$ cat src/rtl/bp_stall_profile_counters.sv
// Stall-reason profile counters with a single-outstanding read port.
// One saturating counter per stall reason, plus instret, cycle and sticky status.
module bp_stall_profile_counters #(
  parameter int num_reasons_p = 33,
  parameter int ctr_width_p   = 32,
  parameter int addr_width_p  = 6
) (
  input  logic                    clk_i,
  input  logic                    reset_li,
  input  logic                    freeze_i,
  input  logic                    event_v_i,
  input  logic                    instret_i,
  input  logic [5:0]              stall_reason_i,
  input  logic                    clear_i,
  input  logic                    rd_v_i,
  input  logic [addr_width_p-1:0] rd_addr_i,
  output logic                    rd_ready_o,
  output logic                    rd_data_v_o,
  output logic [ctr_width_p-1:0]  rd_data_o,
  input  logic                    rd_data_yumi_i
);

  typedef logic [ctr_width_p-1:0] ctr_t;
  typedef enum logic {e_idle, e_resp} state_e;

  localparam ctr_t ctr_max_lp      = '1;
  localparam int   instret_addr_lp = num_reasons_p;
  localparam int   cycle_addr_lp   = num_reasons_p + 1;
  localparam int   status_addr_lp  = num_reasons_p + 2;

  ctr_t       reason_q [num_reasons_p];
  ctr_t       reason_d [num_reasons_p];
  ctr_t       instret_q, instret_d;
  ctr_t       cycle_q, cycle_d;
  ctr_t       rd_data_q, rd_data_d;
  ctr_t       rd_val;
  logic [1:0] status_q, status_d;   // {saturated, bad_reason}
  state_e     state_q, state_d;
  logic       init_q;
  int         sel;
  logic       bad_reason;

  function automatic ctr_t sat_inc(input ctr_t v);
    return (v == ctr_max_lp) ? v : v + ctr_t'(1);
  endfunction

  always_comb begin
    reason_d   = reason_q;
    instret_d  = instret_q;
    cycle_d    = cycle_q;
    status_d   = status_q;
    sel        = 0;
    bad_reason = 1'b0;
    if (int'(stall_reason_i) < num_reasons_p) sel = int'(stall_reason_i);
    else                                      bad_reason = 1'b1;

    if (clear_i) begin
      for (int i = 0; i < num_reasons_p; i++) reason_d[i] = '0;
      instret_d = '0;
      cycle_d   = '0;
      status_d  = '0;
    end else if (!freeze_i) begin
      cycle_d = sat_inc(cycle_q);
      if (cycle_q == ctr_max_lp) status_d[1] = 1'b1;
      if (event_v_i && instret_i) begin
        instret_d = sat_inc(instret_q);
        if (instret_q == ctr_max_lp) status_d[1] = 1'b1;
      end else if (event_v_i) begin
        // Out-of-range reasons are folded into the "unknown" counter.
        for (int i = 0; i < num_reasons_p; i++) begin
          if (i == sel) begin
            reason_d[i] = sat_inc(reason_q[i]);
            if (reason_q[i] == ctr_max_lp) status_d[1] = 1'b1;
          end
        end
        if (bad_reason) status_d[0] = 1'b1;
      end
    end
  end

  // Read mux sees the registered values, i.e. before this cycle's update.
  always_comb begin
    rd_val = '0;
    for (int i = 0; i < num_reasons_p; i++)
      if (int'(rd_addr_i) == i) rd_val = reason_q[i];
    if (int'(rd_addr_i) == instret_addr_lp) rd_val = instret_q;
    if (int'(rd_addr_i) == cycle_addr_lp)   rd_val = cycle_q;
    if (int'(rd_addr_i) == status_addr_lp)  rd_val = ctr_t'(status_q);
  end

  always_comb begin
    state_d   = state_q;
    rd_data_d = rd_data_q;
    case (state_q)
      e_idle: if (rd_v_i && init_q) begin
        rd_data_d = rd_val;
        state_d   = e_resp;
      end
      e_resp: if (rd_data_yumi_i) state_d = e_idle;
      default: state_d = e_idle;
    endcase
  end

  always_ff @(posedge clk_i or negedge reset_li) begin
    if (!reset_li) begin
      for (int i = 0; i < num_reasons_p; i++) reason_q[i] <= '0;
      instret_q <= '0;
      cycle_q   <= '0;
      status_q  <= '0;
      rd_data_q <= '0;
      state_q   <= e_idle;
      init_q    <= 1'b0;
    end else begin
      reason_q  <= reason_d;
      instret_q <= instret_d;
      cycle_q   <= cycle_d;
      status_q  <= status_d;
      rd_data_q <= rd_data_d;
      state_q   <= state_d;
      init_q    <= 1'b1;
    end
  end

  assign rd_ready_o  = init_q && (state_q == e_idle);
  assign rd_data_v_o = (state_q == e_resp);
  assign rd_data_o   = rd_data_q;

endmodule

$ cat config.mk
export PLATFORM = sky130hd
export DESIGN_NAME = bp_stall_profile_counters
export DESIGN_NICKNAME = d
export VERILOG_FILES = /design/src/rtl/bp_stall_profile_counters.sv
export SDC_FILE = /design/constraint.sdc
export NUM_CORES = 2
export LEC_CHECK = 0
export ABC_AREA = 0
export ABC_CLOCK_PERIOD_IN_PS = 6400
export BUFFER_PORTS_ARGS = -buffer_cell sky130_fd_sc_hd__buf_2
export CORE_MARGIN = 2
export CORE_UTILIZATION = 38
export DETAILED_ROUTE_END_ITERATION = 12
export GPL_ROUTABILITY_DRIVEN = 0
export HOLD_SLACK_MARGIN = 0.03
export PLACE_DENSITY = 0.56
export SETUP_SLACK_MARGIN = 0.05
export SLEW_MARGIN = 5
export SYNTH_ARGS = -nofsm -noshare
export SYNTH_HDL_FRONTEND = slang
export SYNTH_SLANG_ARGS = --single-unit
export TNS_END_PERCENT = 100
$ cat constraint.sdc
create_clock -name clk_i -period 6.4 [get_ports clk_i]
set_clock_uncertainty 0.1 [all_clocks]
set_input_delay 0.96 -clock clk_i [delete_from_list [all_inputs] [get_ports clk_i]]
set_output_delay 0.96 -clock clk_i [all_outputs]
set_load 0.005 [all_outputs]
Word level (Yosys, flattened, before mapping)

Cells that the tools add are included.

Flip-flop bits (word level): 1156
Logic and storage cells: 525
Output and inout port bits: 34
Input bits: 20

Bitwise operators: 1
Add/sub/neg operators: 35
Equality and inequality tests: 140
Order comparisons: 1
Reduce and logical (&&, ||, !) cells: 77
Muxes and demuxes: 231

Operator list:

| cell                                                            | number |
|---|---|
| 1056-bit two-way mux                                            | 4 |
| 32-bit two-way mux                                              | 109 |
| 32-bit by 1-bit adder with 32-bit output, second input constant | 35 |
| 32-bit == test, second input constant                           | 35 |
| 6-bit by 32-bit == test with 1-bit output, first input constant | 16 |
| 5-bit by 32-bit == test with 1-bit output, first input constant | 8 |
| 5-bit AND reduction                                             | 33 |
| 4-bit by 32-bit == test with 1-bit output, first input constant | 4 |
| 6-bit == test, second input constant                            | 20 |
| 1-bit two-way mux                                               | 113 |
| 2-bit inequality test, second input constant                    | 37 |
| 2-bit nonzero test                                              | 35 |
| 3-bit by 32-bit == test with 1-bit output, first input constant | 2 |
| 6-bit by 5-bit == test with 1-bit output, second input constant | 8 |
| 2-bit by 32-bit == test with 1-bit output, first input constant | 1 |
| 7-bit by 32-bit == test with 1-bit output, first input constant | 1 |
| 32-bit zero test                                                | 1 |
| 6-bit by 4-bit == test with 1-bit output, second input constant | 4 |
| 6-bit by 3-bit == test with 1-bit output, second input constant | 2 |
| 6-bit by 2-bit == test with 1-bit output, second input constant | 1 |
| 6-bit zero test                                                 | 1 |
| 6-bit less-than comparator, second input constant               | 1 |
| 2-bit two-way mux                                               | 3 |
| 6-bit two-way mux                                               | 1 |
| 7 further kinds                                                 | 10 |

Depth between registers and ports, before layout

Depth in word-level cells: 112
Mapped depth: 13
Depth with buffers taken out: 9

Least setup slack after synthesis

No wires, ideal clock.

Path type: input to register
Start: input port stall_reason_i[2]
End: register reason_q[606] in the netlist's numbering
Slack: 3047 ps
Arrival: 3121 ps
Setup time: 132 ps
Path buffers: 3
Data required time: 6168 ps
Cell stages on the path: 11
Cells stage by stage: buf_2 -> or4_1 -> buf_2 -> o211ai_4 -> a311o_2 -> nand2_1 -> and3_1 -> clkbuf_1 -> nand4_1 -> xor2_1 -> nor2_1

Longest elaborated chain between the ends: 5

Ends and longest elaborated chain:

| item                                        | line | text |
|---|---|---|
| start, declared                             | 13   | `input logic [5:0] stall_reason_i,` |
| 6-bit less-than comparator                  | 54   | `if (int'(stall_reason_i) < num_reasons_p) sel = int'(stall_reason_i);` |
| 6-bit two-way mux *                         | 54   |  |
| 5-bit by 32-bit == test with 1-bit output * | 71   | `if (i == sel) begin` |
| 2-bit nonzero test (no source line) *       | --   |  |
| 5-bit AND reduction (no source line) *      | --   |  |
| end signal, assigned                        | 114  | `reason_q <= reason_d;` |
| end, declared                               | 31   | `ctr_t reason_q [num_reasons_p];` |

Every way passes the cells marked *; elsewhere a longest branch is shown, timed or not.
A chain may end at the register's enable or synchronous reset.

Final worst setup path

Start: input port rd_addr_i[0]
End: register rd_data_q[31], in the netlist rd_data_o[31]

Longest elaborated chain between the ends: 37
Elaborated cells between the ends (all ways): 72
Those cells by class: eq/ne: 35; mux: 36; reduce/logical: 1

Ends and longest elaborated chain:

| item                              | line | text |
|---|---|---|
| start, declared                   | 16   | `input logic [addr_width_p-1:0] rd_addr_i,` |
| 6-bit zero test                   | 85   | `if (int'(rd_addr_i) == i) rd_val = reason_q[i];` |
| 32-bit two-way mux (33 in series) | 85   |  |
| 32-bit two-way mux                | 86   | `if (int'(rd_addr_i) == instret_addr_lp) rd_val = instret_q;` |
| 32-bit two-way mux                | 87   | `if (int'(rd_addr_i) == cycle_addr_lp) rd_val = cycle_q;` |
| 32-bit two-way mux *              | 88   | `if (int'(rd_addr_i) == status_addr_lp) rd_val = ctr_t'(status_q);` |
| end signal, assigned              | 118  | `rd_data_q <= rd_data_d;` |
| end, declared                     | 35   | `ctr_t rd_data_q, rd_data_d;` |

Marked as above.

==> flow_summary_export.csv <==
group,metric,value,unit
placed_design,dpl.hpwl,223000,um
die,die_h,424,um
yosys,synth.largest_area_cell,"dfrtp_1",
final_layout,area_growth,11.4,%
sta,worst_slew_pin_slew,1500,ps
final_layout,post-route-util,0.425,
sta,drv_slew,1,
worst_setup_path,crit_top_cell,"buf_4",
die,initial_core_util,0.381,
power,powerDensity,222,mW/mm2
yosys,synth_edf_count,0,
detailed_routing,dr.pass1.iters,13,
final_layout,n_fill_cell,17464,
detailed_routing,vias,65019,
detailed_routing,viasPerCell,6.42,
worst_setup_path,critPathCaptureType,"register",
detailed_routing,drtAntennaViolNets,0,
placed_design,port_buffers,53,
global_routing,grt_max_degree,181,
global_routing,grt_antenna_before_repair,35,
worst_setup_path,max_stage_delay,1110,ps
die,pin_count,54,
cts,cts_hold_buf,1,
hold_path,hp-class,"input port to register",
cts,cts.sinks,1156,
die,die_x,424,um
run_status,status,"complete, but fails checks",
die,die_area,0.180,mm2
yosys,yosysSeqAreaShare,0.432,
yosys,syn-mean-instance-area,8.66,um2
die,fp-row-count,154,
cts,clockBufferDepth,3,
cts,path_clk_slew,60,ps
cts,cts_resized,0,
final_layout,drive_above_1_share,0.0687,
sta,rsz0062_at_grt,"false",
yosys,ys_async_sr_fraction,1.00,
sta,max_freq,200,MHz
yosys,synth_seq_cells,1156,
detailed_routing,wl_per_cell,29.7,um
power,leakagePower,28.9,nW
final_layout,nNetsFinal,7717,
worst_setup_path,path_cells,"buf_6, buf_4, nor2b_4, buf_4, a221oi_1, nor4_1, o21ai_0, o211ai_1, a31oi_1",
cts,insertion_delay,840,ps
sta,final.setup.worst_slack,1390,ps
global_routing,first_global_vias,58662,
detailed_routing,finalWirelength,301000,um
power,vdd_drop_max,0.210,mV
yosys,synth_most_common_cell,"nor2_1",
placed_design,place_ws,1140,ps
yosys,syn_area,0.0670,mm2
worst_setup_path,cp.arrival,5590,ps
cts,cts-buffers-inserted,139,
sta,finalSetupViolations,0,
yosys,yosysWarnings,0,
sta,setup_tns,0,ps
yosys,yosysUniqueCellTypes,104,
yosys,synth_commonest_cells,"1355 x nor2_1, 1156 x dfrtp_1, 653 x nand2_1, 500 x xor2_1, 413 x nand3_1",
die,coreArea,0.176,mm2
yosys,synthesis.nets,7790,
detailed_routing,drtIter0Drc,11260,
worst_setup_path,crit_type,"input port to register",
worst_setup_path,start_kind,"input port",
cts,cts_root_buf,"clkbuf_16",
yosys,synth.area.top_cells,"dfrtp_1 43%, nor2_1 7.6%, xor2_1 6.5%",
run_status,violations,"capacitance limit, slew limit",
cts,cts_setup_buffers,0,
global_routing,grt_pass1_wl,429000,um
cts,h-tree-depth,4,
yosys,synthCells,7735,
final_layout,multiInputGateArea,0.0361,mm2
sta,period_minus_slack,5010,ps
final_layout,seq_area,0.0289,mm2
worst_setup_path,path_buf_inv,3,
sta,hold_viol_final,0,
cts,cts_tree,"yes",
worst_setup_path,required,6980,ps
power,finalPower,16.6,mW
yosys,synth-main-ff-cell,"dfrtp_1",
global_routing,grtUsageTotal,0.326,
run,drv_cap,1,
sta,slew_headroom,-0.00124,
yosys,synth_top_area_frac,0.432,
worst_setup_path,cp_max_fo,49,
detailed_routing,drc,0,
worst_setup_path,worst_path_max_delay_cell,"nor4_1",
sta,period_share,0.783,
worst_setup_path,critPathTopFamily,"simple AND/OR/NAND/NOR gates",
global_routing,grt_overflow,0,
## worst reg2reg max path, cell delays in order (launching register included)
cell and delay, ps:
dfrtp_1 390, nor2b_1 500, and2_1 210, buf_4 410
nand2_1 360, nor3_1 930, o211ai_1 410, a31oi_1 270
a221oi_1 100, o31ai_1 140
## placed cells by master, fill, tap and decap left out, types with 16 or more instances in the layout
| cell | n |
|---|---|
| and2_1 | 29 |
| o2111ai_1 | 17 |
| nor2b_1 | 25 |
| clkbuf_8 | 37 |
| a222oi_1 | 32 |
| nand3_1 | 413 |
| nor3_1 | 196 |
| nor2_1 | 1335 |
| diode_2 | 25 |
| clkinv_2 | 19 |
| ha_1 | 35 |
| o221ai_1 | 36 |
| a31oi_1 | 40 |
| clkbuf_16 | 142 |
| nor4_1 | 88 |
| or3_1 | 200 |
| a211oi_1 | 17 |
| buf_2 | 49 |
| dfrtp_1 | 1156 |
| a21oi_1 | 339 |
| clkbuf_1 | 28 |
| and4_1 | 75 |
| nand4_1 | 329 |
| xnor2_1 | 399 |
| mux2i_1 | 89 |
| inv_1 | 153 |
| a22o_1 | 16 |
| o211ai_1 | 49 |
| nand2_1 | 652 |
| a221oi_1 | 63 |
| mux4_2 | 18 |
| o22ai_1 | 54 |
| nor2_2 | 22 |
| and3_1 | 169 |
| o21ai_0 | 363 |
| a22oi_1 | 135 |
| xor2_1 | 500 |
| o21a_1 | 17 |
| or2_2 | 20 |
| buf_4 | 104 |
## routing by layer
layer	wire length (um)	GRT usage	share of wire	up-vias
li1	-	-	-	27404
met1	118000	0.437	0.39	32044
met2	116000	0.432	0.39	4445
met3	43500	0.132	0.14	1098
met4	22800	0.202	0.076	28
met5	269	0.00618	0.00089	-
## registers in the layout, summed over array words and instances, names as in the netlist
signal,cells
rd_data_v_o,1
instret_q,32
reason_q,1056
rd_data_o,32
cycle_q,32
status_q,2
init_q,1
## path summary, 6_finish.rpt
| path | from | end | slack [ps] | cells past startpoint |
|---|---|---|---|---|
| worst max-delay path | rd_addr_i[0] | rd_data_o[31]$_DFFE_PN0P_ | 1390 | 9 |
| worst min-delay path | rd_data_yumi_i | rd_data_v_o$_DFF_PN0_ | 230 | 2 |
| worst max register to register | rd_data_v_o$_DFF_PN0_ | rd_data_o[13]$_DFFE_PN0P_ | 2520 | 9 |
| worst min register to register | status_q[0]$_DFFE_PN0P_ | status_q[0]$_DFFE_PN0P_ | 420 | 2 |
| max in group asynchronous | reset_li | reason_q[376]$_DFFE_PN0P_ | 3780 | 4 |
| min in group asynchronous | reset_li | reason_q[753]$_DFFE_PN0P_ | 600 | 2 |
## final cells by class
type / count / area share
flip-flops and latches: 1156 / 0.388
inverters: 154 / 0.00774
repair buffers: 170 / 0.0179
well taps: 2340 / 0.0392
clock buffers: 207 / 0.0558
multi-input cells: 6041 / 0.484
diodes: 25 / 0.000838
clock inverters: 42 / 0.00701
## where the power goes
group	internal [mW]	total, mW	switching, mW
Sequential	7.35	7.43	0.0875
Clock	4.81	8.25	3.44
Combinational	0.173	0.893	0.721
Total	12.3	16.6	4.24
## kinds of logic after synthesis
logic type                 share of synthesized area
AOI/OAI and AO/OA                              0.127
xor gates and xnor gates                       0.118
adders and majority gates                    0.00654
buffers and inverters                         0.0315
DFF                                            0.432
muxes                                         0.0219
other                                      0.0000560
and+or+nand+nor                                0.264
## through the flow
step           cells  hold WS, ps  area, um2
2_1_floorplan   7735          373      67000
3_3_place_gp    9860          408      69900
3_5_place_dp    9860          408      69900
4_1_cts        10110          173      74600
5_1_grt        10119          214      74600
6_report       10135          227      74600
Power figures use the tool's default switching activity.
